### src/rtl/mem_line_fill.sv
// Initiator side of the wait-state memory port: single-word writes and
// 16-word aligned line-fill reads, streamed back to the cache client with an index.
module mem_line_fill #(
    parameter int unsigned DATA_SIZE  = 32,
    parameter int unsigned ADDR_BITS  = 16,
    parameter int unsigned LINE_WORDS = 16,
    parameter int unsigned GAP_CYCLES = 4,
    parameter int unsigned TIMEOUT    = 15
) (
    input  logic                 clock,
    input  logic                 reset,
    input  logic                 CReq,
    input  logic                 CWrite,
    input  logic [ADDR_BITS-1:0] CAddr,
    input  logic [DATA_SIZE-1:0] CWriteData,
    output logic                 CReady,
    output logic                 FillValid,
    output logic [3:0]           FillIndex,
    output logic [DATA_SIZE-1:0] FillData,
    output logic                 FillDone,
    output logic                 FillError,
    output logic                 MEnable,
    output logic                 MRead,
    output logic                 MWrite,
    output logic [ADDR_BITS-1:0] MAddress,
    output logic [DATA_SIZE-1:0] MWriteData,
    input  logic [DATA_SIZE-1:0] MReadData,
    input  logic                 MReady
);

    localparam int unsigned GapW = $clog2(GAP_CYCLES + 1);
    localparam int unsigned ToW  = $clog2(TIMEOUT + 1);

    localparam logic [3:0]           LastIdx  = 4'(LINE_WORDS - 1);
    localparam logic [ADDR_BITS-1:0] LineMask = ADDR_BITS'(LINE_WORDS * 4 - 1);
    localparam logic [ADDR_BITS-1:0] WordMask = ADDR_BITS'(3);
    localparam logic [GapW-1:0]      GapInit  = GapW'(GAP_CYCLES);
    localparam logic [ToW-1:0]       ToLast   = ToW'(TIMEOUT - 1);

    typedef enum logic [2:0] {
        StIdle,
        StIssue,
        StWaitLow,
        StWaitData,
        StBurst,
        StGap
    } state_e;

    state_e               state_q, state_d;
    logic [GapW-1:0]      gap_q, gap_d;
    logic [ToW-1:0]       tmo_q, tmo_d;
    logic [3:0]           widx_q, widx_d;

    logic                 m_enable_q, m_enable_d;
    logic                 m_read_q, m_read_d;
    logic                 m_write_q, m_write_d;
    logic [ADDR_BITS-1:0] m_addr_q, m_addr_d;
    logic [DATA_SIZE-1:0] m_wdata_q, m_wdata_d;

    logic                 fill_valid_q, fill_valid_d;
    logic [3:0]           fill_index_q, fill_index_d;
    logic [DATA_SIZE-1:0] fill_data_q, fill_data_d;
    logic                 fill_done_q, fill_done_d;
    logic                 fill_error_q, fill_error_d;
    logic                 c_ready;

    always_comb begin
        state_d      = state_q;
        gap_d        = gap_q;
        tmo_d        = tmo_q;
        widx_d       = widx_q;
        m_enable_d   = 1'b0;
        m_read_d     = 1'b0;
        m_write_d    = 1'b0;
        m_addr_d     = '0;
        m_wdata_d    = '0;
        fill_valid_d = 1'b0;
        fill_index_d = '0;
        fill_data_d  = '0;
        fill_done_d  = 1'b0;
        fill_error_d = 1'b0;
        c_ready      = 1'b0;

        unique case (state_q)
            StIdle: begin
                // MReady high in idle means the memory has finished any prior commit.
                c_ready = MReady;
                if (CReq && MReady) begin
                    m_enable_d = 1'b1;
                    m_read_d   = ~CWrite;
                    m_write_d  = CWrite;
                    m_addr_d   = CWrite ? (CAddr & ~WordMask) : (CAddr & ~LineMask);
                    m_wdata_d  = CWriteData;
                    state_d    = StIssue;
                end
            end
            StIssue: begin
                tmo_d = ToW'(1);
                if (m_write_q) begin
                    state_d = StGap;
                    gap_d   = GapInit;
                end else begin
                    state_d = StWaitLow;
                end
            end
            StWaitLow, StWaitData: begin
                if (state_q == StWaitData && MReady) begin
                    fill_valid_d = 1'b1;
                    fill_index_d = 4'd0;
                    fill_data_d  = MReadData;
                    widx_d       = 4'd1;
                    state_d      = StBurst;
                end else if (tmo_q == ToLast) begin
                    fill_error_d = 1'b1;
                    state_d      = StGap;
                    gap_d        = GapInit;
                end else begin
                    tmo_d = tmo_q + ToW'(1);
                    if (state_q == StWaitLow && !MReady) begin
                        state_d = StWaitData;
                    end
                end
            end
            StBurst: begin
                fill_valid_d = 1'b1;
                fill_index_d = widx_q;
                fill_data_d  = MReadData;
                if (widx_q == LastIdx) begin
                    fill_done_d = 1'b1;
                    widx_d      = 4'd0;
                    state_d     = StGap;
                    gap_d       = GapInit;
                end else begin
                    widx_d = widx_q + 4'd1;
                end
            end
            StGap: begin
                if (gap_q <= GapW'(1)) begin
                    state_d = StIdle;
                end else begin
                    gap_d = gap_q - GapW'(1);
                end
            end
            default: state_d = StGap;
        endcase
    end

    always_ff @(posedge clock or negedge reset) begin
        if (!reset) begin
            state_q      <= StGap;
            gap_q        <= GapInit;
            tmo_q        <= '0;
            widx_q       <= '0;
            m_enable_q   <= 1'b0;
            m_read_q     <= 1'b0;
            m_write_q    <= 1'b0;
            m_addr_q     <= '0;
            m_wdata_q    <= '0;
            fill_valid_q <= 1'b0;
            fill_index_q <= '0;
            fill_data_q  <= '0;
            fill_done_q  <= 1'b0;
            fill_error_q <= 1'b0;
        end else begin
            state_q      <= state_d;
            gap_q        <= gap_d;
            tmo_q        <= tmo_d;
            widx_q       <= widx_d;
            m_enable_q   <= m_enable_d;
            m_read_q     <= m_read_d;
            m_write_q    <= m_write_d;
            m_addr_q     <= m_addr_d;
            m_wdata_q    <= m_wdata_d;
            fill_valid_q <= fill_valid_d;
            fill_index_q <= fill_index_d;
            fill_data_q  <= fill_data_d;
            fill_done_q  <= fill_done_d;
            fill_error_q <= fill_error_d;
        end
    end

    assign CReady     = c_ready;
    assign FillValid  = fill_valid_q;
    assign FillIndex  = fill_index_q;
    assign FillData   = fill_data_q;
    assign FillDone   = fill_done_q;
    assign FillError  = fill_error_q;
    assign MEnable    = m_enable_q;
    assign MRead      = m_read_q;
    assign MWrite     = m_write_q;
    assign MAddress   = m_addr_q;
    assign MWriteData = m_wdata_q;

endmodule

### config.mk
export PLATFORM = sky130hd
export DESIGN_NAME = mem_line_fill
export DESIGN_NICKNAME = d
export VERILOG_FILES = /design/src/rtl/mem_line_fill.sv
export SDC_FILE = /design/constraint.sdc
export NUM_CORES = 1
export LEC_CHECK = 0
export ABC_AREA = 1
export ABC_CLOCK_PERIOD_IN_PS = 3000
export CORE_MARGIN = 8
export CORE_UTILIZATION = 46
export CTS_CLUSTER_DIAMETER = 200
export DETAILED_ROUTE_END_ITERATION = 10
export PLACE_DENSITY = 0.95
export SKIP_LAST_GASP = 1
export SLEW_MARGIN = 20
export SYNTH_ARGS = -nofsm -noshare
export SYNTH_HDL_FRONTEND = slang
export SYNTH_SLANG_ARGS = --single-unit
### constraint.sdc
create_clock -name clock -period 3 [get_ports clock]
set_input_delay 0.45 -clock clock [delete_from_list [all_inputs] [get_ports clock]]
set_output_delay 0.45 -clock clock [all_outputs]
set_load 0.02 [all_outputs]
==> metrics.cfg <==
[synthesis]
ys_seq_area_share_pct=60.4
synth_top_area_share_pct=58.6
synth_area_um2=4230
ys_ff_latch=102
synth_edf_count=0
ys_types=33
ys_async_sr_fraction_pct=100
synth-main-ff-cell=dfrtp_1
synthCells=413
synthTopCellsByArea=dfrtp_1 (59%), nor2_4 (9.3%), nand2_1 (7.6%)
yosys.area.top_type=dfrtp_1
syn_area_per_cell_um2=10.2
yosysWarnings=0

[worst_setup_path]
worstPathArrival_ps=1830
r2r-start=state_q[0]
r2r-end=FillData[30]
cp_max_fo=4
critical_path_class=reg -> out
rrSetupSlack_ps=1220
crit_required_ps=2550
reg2reg_depth=6
worstSetupEndpointType=output port
cp-start-kind=register

[placed_design]
place_ws_ps=455
gp_congestion=0.872
portBuffers=171
hpwl_mm=8.73

[timing]
tns_ps=0
fin_worst_skew_ps=11.7
hold_slack_ps=119
tightest_slew_ps=646
max_freq_mhz=438
hold_violations=0
max-slew-margin-rel_pct=56.9
setup_viol=0
rsz0062_at_grt=false
final.setup.worst_slack_ps=715
fin_crit_sh_pct=76.2
final.min_clock_period_ps=2280
slew_violations=0

[power]
p_sw_share_pct=38.4
power_frac_seq_pct=42.1
p_total_uw=4160
p_clk_share_pct=18.4
p_int_uw=2560
peakVddDrop_uv=357
p_per_area_nw_per_um2=673
pwr-share-comb_pct=39.6
p_sw_uw=1600
leakagePower_uw=0.00292

[clock_network]
root_buffer=clkbuf_8
cts_buffers=9
cts_tree=yes
cts_num_sinks=102
worstSkewPairLatency_ps=350
cts_buffer_depth=2
cts.hold.buffers_added=0
htree_levels=3
clk_pin_slew_ps=90
cts_setup_buffers=0
ctsResizeCount=0

[floorplanning]
design.core.area_um2=9060
rows=35
ios=176
die_h_um=112
fp.dieW_um=112
die-area_um2=12500
initial_core_util_pct=46.7

[outcome]
outcome=finished clean

[hold_path]
hold_class=in -> async

[global_route]
grt_max_degree=103
grt.overflow.total=0
grt_usage_pct=18.2
first_global_vias=3515
antenna_found_initial=0
grt_pass1_wl_mm=18.0

[layout]
n_antenna_cell=0
final_cell_mix=clkdlybuf4s50_1 (170), dfrtp_1 (99), nand2_1 (86)
layout-drive-gt1-share_pct=13.7
final_nets=676
area_growth_pct=45.9
layout_commonest_cell=clkdlybuf4s50_1

[route]
dr.pass1.iters=4
drtIter0Drc=221
detail_route.wl_per_cell_um=15.9
drc_errors=0
vias=3252
finalWirelength_mm=11.2
vias_per_cell=4.63
ant_nets=0

[job]
drv_cap=0

[registers in the layout, summed over array words and instances (netlist names), 3 cells and up]
signal      flops
FillData       32
FillIndex       4
MAddress       14
MWriteData     32
gap_q           3
state_q         3
tmo_q           4
widx_q          4
[kinds of logic (layout without fill, tap and decap cells)]
kind of cell | after synthesis | in the layout | synth area share, %
simple gates | 218 | 218 | 27.3
flops | 102 | 102 | 60.4
buf+inv | 73 | 250 | 8.22
compound gates | 11 | 11 | 1.83
fa+ha+maj | 5 | 5 | 1.48
xor+xnor | 3 | 3 | 0.621
other cells | 1 | 2 | 0.0887
[power by group through the flow]
stage / clock network, uW / registers [uW] / logic, uW
floorplan: 0 / 1920 / 929
global placement: 0 / 1760 / 1580
detailed placement: 0 / 1780 / 1660
CTS: 783 / 1750 / 1660
global route: 846 / 1770 / 1800
finish: 764 / 1750 / 1640
[cell usage after synthesis (4+ instances only)]
library cell,instances
nor2_2,5
inv_2,4
nand2_1,86
dfrtp_1,99
inv_1,52
ha_1,5
nor2_4,35
nand3_1,10
buf_2,5
nor2_1,71
[worst max-delay path: stages (launching register included)]
cell             delay, ps
dfrtp_1                470
nor2_4                 170
nand2_2                 70
nor2_1                 150
clkdlybuf4s50_1        630
[worst max-delay path by stage]
stage	startpoint	endpoint
finish	state_q[1]	CReady
global route	state_q[1]	CReady
CTS	state_q[1]	CReady
detailed placement	MReady	MWriteData[20]
global placement	MReady	MWriteData[27]
floorplan	state_q[0]	CReady
[layer usage]
metal / global-route usage [%] / up-vias / part of all wire, % / wire, um
met5: 0 / - / 0 / 0
met4: 6.93 / 0 / 2.8 / 315
met3: 5.47 / 24 / 7.0 / 787
met2: 33.5 / 128 / 53 / 5980
met1: 19.1 / 1549 / 37 / 4100
li1: - / 1551 / - / -
[per-stage QoR]
stage	utilization, %	std cells	instance area [um2]
CTS	68.1	702	6170
detailed placement	66.2	686	6000
global placement	66.2	686	6000
floorplan	-	414	4230
global route	68.1	702	6170
finish	68.1	702	6170
[layout make-up]
type,count,area [um2]
inverter,59,229
multi-input combinational,239,1330
sequential,102,2560
clock inverter,5,35.0
fill,645,2890
tap,111,139
clock buffer,11,131
timing repair buffer,175,1750
(Power assumes the default switching activity.)
